[src/rtl/product_accumulator_pkg.sv]
// Shared types and constants for the product accumulator.
//   state_e   : control FSM states (ACCUM accepts beats, HOLD presents a result)
//   *_DEF     : default accumulator / counter widths
//   PRODUCT_W : width of the incoming multiplier product
package product_accumulator_pkg;

  localparam int unsigned ACC_W_DEF = 16;
  localparam int unsigned CNT_W_DEF = 8;
  localparam int unsigned PRODUCT_W = 8;

  typedef enum logic {
    ACCUM = 1'b0,
    HOLD  = 1'b1
  } state_e;

endpackage

[src/rtl/sat_add_unsigned.sv]
// Unsigned saturating adder: W-bit operand plus an 8-bit operand.
//   a     : W-bit running value
//   b     : 8-bit addend (zero-extended)
//   sum_c : a + b, clamped to all-ones on carry-out
//   sat_c : high when the clamp was applied
module sat_add_unsigned
  import product_accumulator_pkg::*;
#(
  parameter int unsigned W = ACC_W_DEF
) (
  input  logic [W-1:0]         a,
  input  logic [PRODUCT_W-1:0] b,
  output logic [W-1:0]         sum_c,
  output logic                 sat_c
);

  logic [W:0] ext_sum;

  // One extra bit holds the carry that signals saturation.
  always_comb begin
    ext_sum = {1'b0, a} + {{(W + 1 - PRODUCT_W){1'b0}}, b};
    sat_c   = ext_sum[W];
    sum_c   = sat_c ? '1 : ext_sum[W-1:0];
  end

endmodule

[src/rtl/product_accumulator_4.sv]
// Frame accumulator for 8-bit multiplier products.
// Sums the beats of a frame into a saturating accumulator and presents one
// result per frame on a valid/ready output.
//   clk, rst_n        : clock, synchronous active-low reset
//   clear             : flush the partial frame
//   in_valid/in_ready : input beat handshake (in_ready is combinational)
//   in_product        : 8-bit unsigned product
//   in_last           : final beat of a frame
//   out_valid/out_ready : result handshake
//   out_sum           : saturated frame sum
//   out_count         : saturating beat count
//   out_overflow      : sum or count saturated within the frame
module product_accumulator_4
  import product_accumulator_pkg::*;
#(
  parameter int unsigned ACC_W = ACC_W_DEF,
  parameter int unsigned CNT_W = CNT_W_DEF
) (
  input  logic                 clk,
  input  logic                 rst_n,
  input  logic                 clear,
  input  logic                 in_valid,
  output logic                 in_ready,
  input  logic [PRODUCT_W-1:0] in_product,
  input  logic                 in_last,
  output logic                 out_valid,
  input  logic                 out_ready,
  output logic [ACC_W-1:0]     out_sum,
  output logic [CNT_W-1:0]     out_count,
  output logic                 out_overflow
);

  state_e           state_q, state_d;
  logic [ACC_W-1:0] acc_q, acc_d;
  logic [CNT_W-1:0] count_q, count_d;
  logic             ovf_q, ovf_d;
  logic [ACC_W-1:0] out_sum_q, out_sum_d;
  logic [CNT_W-1:0] out_count_q, out_count_d;
  logic             out_ovf_q, out_ovf_d;

  logic [ACC_W-1:0] sum_nxt;
  logic             sum_sat;
  logic [CNT_W-1:0] cnt_nxt;
  logic             cnt_sat;
  logic             ovf_nxt;

  sat_add_unsigned #(.W(ACC_W)) u_sum_add (
    .a     (acc_q),
    .b     (in_product),
    .sum_c (sum_nxt),
    .sat_c (sum_sat)
  );

  sat_add_unsigned #(.W(CNT_W)) u_cnt_add (
    .a     (count_q),
    .b     (PRODUCT_W'(1)),
    .sum_c (cnt_nxt),
    .sat_c (cnt_sat)
  );

  assign in_ready     = (state_q == ACCUM);
  assign out_valid    = (state_q == HOLD);
  assign out_sum      = out_sum_q;
  assign out_count    = out_count_q;
  assign out_overflow = out_ovf_q;

  // Next-state: clear beats a coinciding beat; the output handshake is
  // independent of clear so a held result can still drain.
  always_comb begin
    state_d     = state_q;
    acc_d       = acc_q;
    count_d     = count_q;
    ovf_d       = ovf_q;
    out_sum_d   = out_sum_q;
    out_count_d = out_count_q;
    out_ovf_d   = out_ovf_q;
    ovf_nxt     = ovf_q | sum_sat | cnt_sat;

    if (clear) begin
      acc_d   = '0;
      count_d = '0;
      ovf_d   = 1'b0;
    end else if (in_valid && in_ready) begin
      if (in_last) begin
        out_sum_d   = sum_nxt;
        out_count_d = cnt_nxt;
        out_ovf_d   = ovf_nxt;
        acc_d       = '0;
        count_d     = '0;
        ovf_d       = 1'b0;
        state_d     = HOLD;
      end else begin
        acc_d   = sum_nxt;
        count_d = cnt_nxt;
        ovf_d   = ovf_nxt;
      end
    end

    if ((state_q == HOLD) && out_ready) begin
      state_d = ACCUM;
    end
  end

  // State and data registers.
  always_ff @(posedge clk) begin
    if (!rst_n) begin
      state_q     <= ACCUM;
      acc_q       <= '0;
      count_q     <= '0;
      ovf_q       <= 1'b0;
      out_sum_q   <= '0;
      out_count_q <= '0;
      out_ovf_q   <= 1'b0;
    end else begin
      state_q     <= state_d;
      acc_q       <= acc_d;
      count_q     <= count_d;
      ovf_q       <= ovf_d;
      out_sum_q   <= out_sum_d;
      out_count_q <= out_count_d;
      out_ovf_q   <= out_ovf_d;
    end
  end

endmodule

[config.mk]
export PLATFORM = sky130hd
export DESIGN_NAME = product_accumulator_4
export DESIGN_NICKNAME = d
export VERILOG_FILES = /design/src/rtl/product_accumulator_pkg.sv /design/src/rtl/sat_add_unsigned.sv /design/src/rtl/product_accumulator_4.sv
export SDC_FILE = /design/constraint.sdc
export NUM_CORES = 1
export LEC_CHECK = 0
export CAP_MARGIN = 10
export CORE_MARGIN = 2
export CORE_UTILIZATION = 39
export CTS_CLUSTER_SIZE = 28
export DETAILED_ROUTE_END_ITERATION = 8
export SYNTH_ARGS = -nofsm -noshare
export SYNTH_HDL_FRONTEND = slang
export SYNTH_HIERARCHICAL = 1
export SYNTH_SLANG_ARGS = --single-unit
[constraint.sdc]
create_clock -name clk -period 2.7 [get_ports clk]
set_input_delay 0.27 -clock clk [delete_from_list [all_inputs] [get_ports clk]]
set_output_delay 0.27 -clock clk [all_outputs]
set_load 0.01 [all_outputs]
==> run_summary.xml, run 1 <==
<?xml version="1.0" encoding="UTF-8"?>
<metrics>
  <group name="status">
    <metric name="run_status" unit="">finished, final reports clean</metric>
  </group>
  <group name="layout">
    <metric name="nNetsFinal" unit="">448</metric>
    <metric name="final_layout_size_suffix_gt1_share" unit="%">14.4</metric>
    <metric name="final_core_utilization" unit="%">48.6</metric>
    <metric name="filler_cell_count" unit="">782</metric>
    <metric name="antenna_cells" unit="">0</metric>
    <metric name="layout-area-overhead-vs-synth" unit="%">20.0</metric>
  </group>
  <group name="yosys">
    <metric name="synth_top_area_share" unit="%">32.4</metric>
    <metric name="synth_top_cell_by_area" unit="">dfxtp_1</metric>
    <metric name="synth.yosys.warnings" unit="">6</metric>
    <metric name="most_used_standard_cell_by_instance_count_after_synthesis" unit="">nand2_1</metric>
    <metric name="synth_edf_count" unit="">0</metric>
    <metric name="asyncSetResetFlopFracSynth" unit="%">0</metric>
    <metric name="ys_top_cells_by_count" unit="">nand2_1, dfxtp_1, a21oi_1</metric>
    <metric name="synth_area" unit="um^2">3150</metric>
    <metric name="synth.avg_cell_area" unit="um^2">8.50</metric>
    <metric name="synth_seq_cells" unit="">51</metric>
    <metric name="syn-instance-count" unit="">370</metric>
    <metric name="yosys_most_used_dff" unit="">dfxtp_1</metric>
    <metric name="ys_seq_area_share" unit="%">32.4</metric>
    <metric name="yosys-top-cells-area" unit="">dfxtp_1, nand2_1, a21boi_2</metric>
    <metric name="synth_cell_types" unit="">60</metric>
  </group>
  <group name="sta">
    <metric name="slew_violations" unit="">0</metric>
    <metric name="finalHoldWorstSlack" unit="ns">0.463</metric>
    <metric name="post_route_clock_period_utilization" unit="%">87.3</metric>
    <metric name="setup_slack" unit="ns">0.343</metric>
    <metric name="endpoints_failing_setup" unit="">0</metric>
    <metric name="rsz0062_at_grt" unit="">no</metric>
    <metric name="achievable-frequency" unit="MHz">424</metric>
    <metric name="finalHoldViolCount" unit="">0</metric>
    <metric name="period_minus_slack" unit="ns">2.36</metric>
    <metric name="worst_pin_slew" unit="ns">0.631</metric>
    <metric name="clock_skew" unit="ns">0.00794</metric>
    <metric name="worst_slew_margin_rel" unit="%">57.9</metric>
  </group>
  <group name="routing">
    <metric name="drt_iter0_markers" unit="">141</metric>
    <metric name="route.detailed.vias_per_inst" unit="">5.25</metric>
    <metric name="route.detailed.wl_per_inst" unit="um">14.6</metric>
    <metric name="drt-total-wl" unit="um">7570</metric>
    <metric name="first_pass_iters" unit="">4</metric>
    <metric name="route.vias.total" unit="">2723</metric>
    <metric name="final_antenna_net_count" unit="">0</metric>
    <metric name="post-route-drc-count" unit="">0</metric>
  </group>
  <group name="power">
    <metric name="worst_ir_drop_vdd" unit="V">0.000192</metric>
    <metric name="static_leak" unit="uW">0.00139</metric>
    <metric name="power-per-cell-area" unit="nW/um^2">423</metric>
  </group>
  <group name="grt">
    <metric name="grt_pass1_wl" unit="um">12800</metric>
    <metric name="grt_max_degree" unit="">27</metric>
    <metric name="grt_pass1_vias" unit="">2598</metric>
    <metric name="grt-ovfl-total" unit="">0</metric>
    <metric name="antenna_found_initial" unit="">0</metric>
    <metric name="grt_use_total" unit="%">18.3</metric>
  </group>
  <group name="place">
    <metric name="place.detailed.hpwl" unit="um">5430</metric>
    <metric name="gp_congestion" unit="">0.830</metric>
    <metric name="io_buffer_count" unit="">40</metric>
    <metric name="placement.setup.worst_slack" unit="ns">-0.0131</metric>
  </group>
  <group name="clocking">
    <metric name="post_cts.repair.setup_buffers" unit="">0</metric>
    <metric name="cts_made_buffers" unit="">5</metric>
    <metric name="ctsHoldBuffers" unit="">0</metric>
    <metric name="clkSinkCount" unit="">51</metric>
    <metric name="cts_repair_resize_count" unit="">0</metric>
    <metric name="clock_latency" unit="ns">0.31</metric>
    <metric name="root_buffer" unit="">clkbuf_8</metric>
    <metric name="tritoncts" unit="">done</metric>
    <metric name="ctsHtreeMaxLevel" unit="">2</metric>
    <metric name="clock_path_buffers" unit="">2</metric>
    <metric name="cts.clk_slew.worst_paths" unit="ns">0.10</metric>
  </group>
  <group name="setup_path">
    <metric name="timing_worst_setup_path_type" unit="">in2reg</metric>
    <metric name="crit_required" unit="ns">2.96</metric>
    <metric name="crit_fanout" unit="">2</metric>
    <metric name="crit_path_end_kind" unit="">flip-flop</metric>
    <metric name="worstPathArrival" unit="ns">2.61</metric>
    <metric name="critical_path_source_type" unit="">primary input</metric>
  </group>
  <group name="floorplanning">
    <metric name="floorplan.core_area" unit="um^2">7770</metric>
    <metric name="die_height" unit="um">93.8</metric>
    <metric name="num_io_pins" unit="">41</metric>
    <metric name="effective_utilization_at_floorplan" unit="%">40.5</metric>
    <metric name="die_w" unit="um">93.8</metric>
    <metric name="rows" unit="">32</metric>
    <metric name="dieArea" unit="um^2">8800</metric>
  </group>
  <group name="job">
    <metric name="maxCapViolations" unit="">0</metric>
  </group>
  <group name="min_path">
    <metric name="worst_hold_path_type" unit="">reg2reg</metric>
  </group>
</metrics>
==> stage by stage <==
| stage | instance area, um^2 | total power [uW] | std cells | TNS, ns |
|---|---|---|---|---|
| 2_1_floorplan | 3170 | 975 | 377 | 0 |
| 3_3_place_gp | 3660 | 1050 | 511 | 0 |
| 3_5_place_dp | 3660 | 1060 | 511 | -0.0250 |
| 4_1_cts | 3770 | 1620 | 519 | 0 |
| 5_1_grt | 3770 | 1670 | 519 | 0 |
| 6_report | 3770 | 1600 | 519 | 0 |
==> flip-flops by register name, indices dropped and copies added (netlist names) <==
| register | count |
|---|---|
| acc_q | 16 |
| count_q | 8 |
| out_count | 8 |
| out_overflow | 1 |
| out_sum | 16 |
| out_valid | 1 |
| ovf_q | 1 |
==> routing by layer <==
layer,track usage [%],wire (um)
met1,25.5,3660
met2,29.6,3530
met4,5.07,84
met3,2.73,297
met5,0,0
==> layout make-up <==
cell class	count	area, um^2	share of cell area, %
Inverter	7	26.3	0.696
Sequential cell	51	1020	27.0
Clock buffer	5	68.8	1.82
Multi-Input combinational cell	298	1970	52.3
Clock inverter	3	46.3	1.23
Tap cell	102	128	3.38
Timing Repair Buffer	53	510	13.5
==> report_power, final <==
group / internal (uW) / switching [uW]
sequential: 768 / 10.1
clock: 280 / 278
combinational: 120 / 142
total: 1170 / 430
==> critical path, stage by stage <==
cell and delay [ns]:
clkdlybuf4s50_1 0.41, ha_1 0.21, fa_1 0.40, a211o_1 0.35
buf_4 0.15, a21oi_1 0.14, o2bb2ai_1 0.10, and2_1 0.16
a21oi_1 0.18, nand3b_1 0.10, a21oi_1 0.14
==> final timing paths <==
path / end / startpoint / slack, ns / cells after the start
max: acc_q[14] / in_product[0] / 0.34 / 11
max reg2reg: acc_q[14] / acc_q[0] / 0.37 / 10
min: acc_q[6] / acc_q[6] / 0.46 / 2
min reg2reg: acc_q[6] / acc_q[6] / 0.46 / 2
==> cells by family after synthesis <==
family,after synthesis,synth area share (%)
xor gates and xnor gates,9,2.51
and+or+nand+nor,158,25.5
muxes,6,2.19
other,2,0.239
adders and majority gates,18,7.63
AOI/OAI and AO/OA,98,23.9
DFF,51,32.4
buffers and inverters,28,5.65
==> placed cells by master, fill, tap and decap left out, types with 3 or more instances in the layout <==
cell,Yosys,layout
nor2_1,8,8
nor2b_1,3,3
o21ai_1,3,3
buf_4,4,12
xor2_1,6,6
clkdlybuf4s50_1,0,40
conb_1,2,9
mux2_2,3,3
nand4_1,3,3
clkbuf_8,0,5
nand3b_1,24,24
nor3_1,4,4
xnor2_1,3,3
a21boi_0,5,5
and2_1,4,4
o2bb2ai_1,3,3
inv_1,6,6
nand2_1,85,85
nand3_1,8,8
o21ai_0,7,7
a31oi_1,3,3
dfxtp_1,51,51
nand2b_1,5,5
a21boi_2,20,20
a21oi_1,37,37
ha_1,16,16
Note: power is estimated with default switching activity, not from simulation.
==> run 2: changes to the inputs <==
==> constraint.sdc (replaced) <==
create_clock -name clk -period 2.7 [get_ports clk]
set_input_delay 0.27 -clock clk [delete_from_list [all_inputs] [get_ports clk]]
set_output_delay 0.27 -clock clk [all_outputs]
set_load 0.005 [all_outputs]
==> results of run 2 <==
The final DEF is identical to that of run 1. Status: finished, final reports clean.
Among the figures that moved: total power 1600 uW -> 1590 uW
==> run 3: changes to the inputs <==
--- a/config.mk
+++ b/config.mk
@@ -8,7 +8,7 @@
 export CAP_MARGIN = 10
 export CORE_MARGIN = 2
 export CORE_UTILIZATION = 39
-export CTS_CLUSTER_SIZE = 28
+export CTS_CLUSTER_SIZE = 10
 export DETAILED_ROUTE_END_ITERATION = 8
 export SYNTH_ARGS = -nofsm -noshare
 export SYNTH_HDL_FRONTEND = slang
==> results of run 3 <==
The final DEF is identical to that of run 1. Status: finished, final reports clean.
Among the figures that moved: total power 1600 uW -> 1590 uW
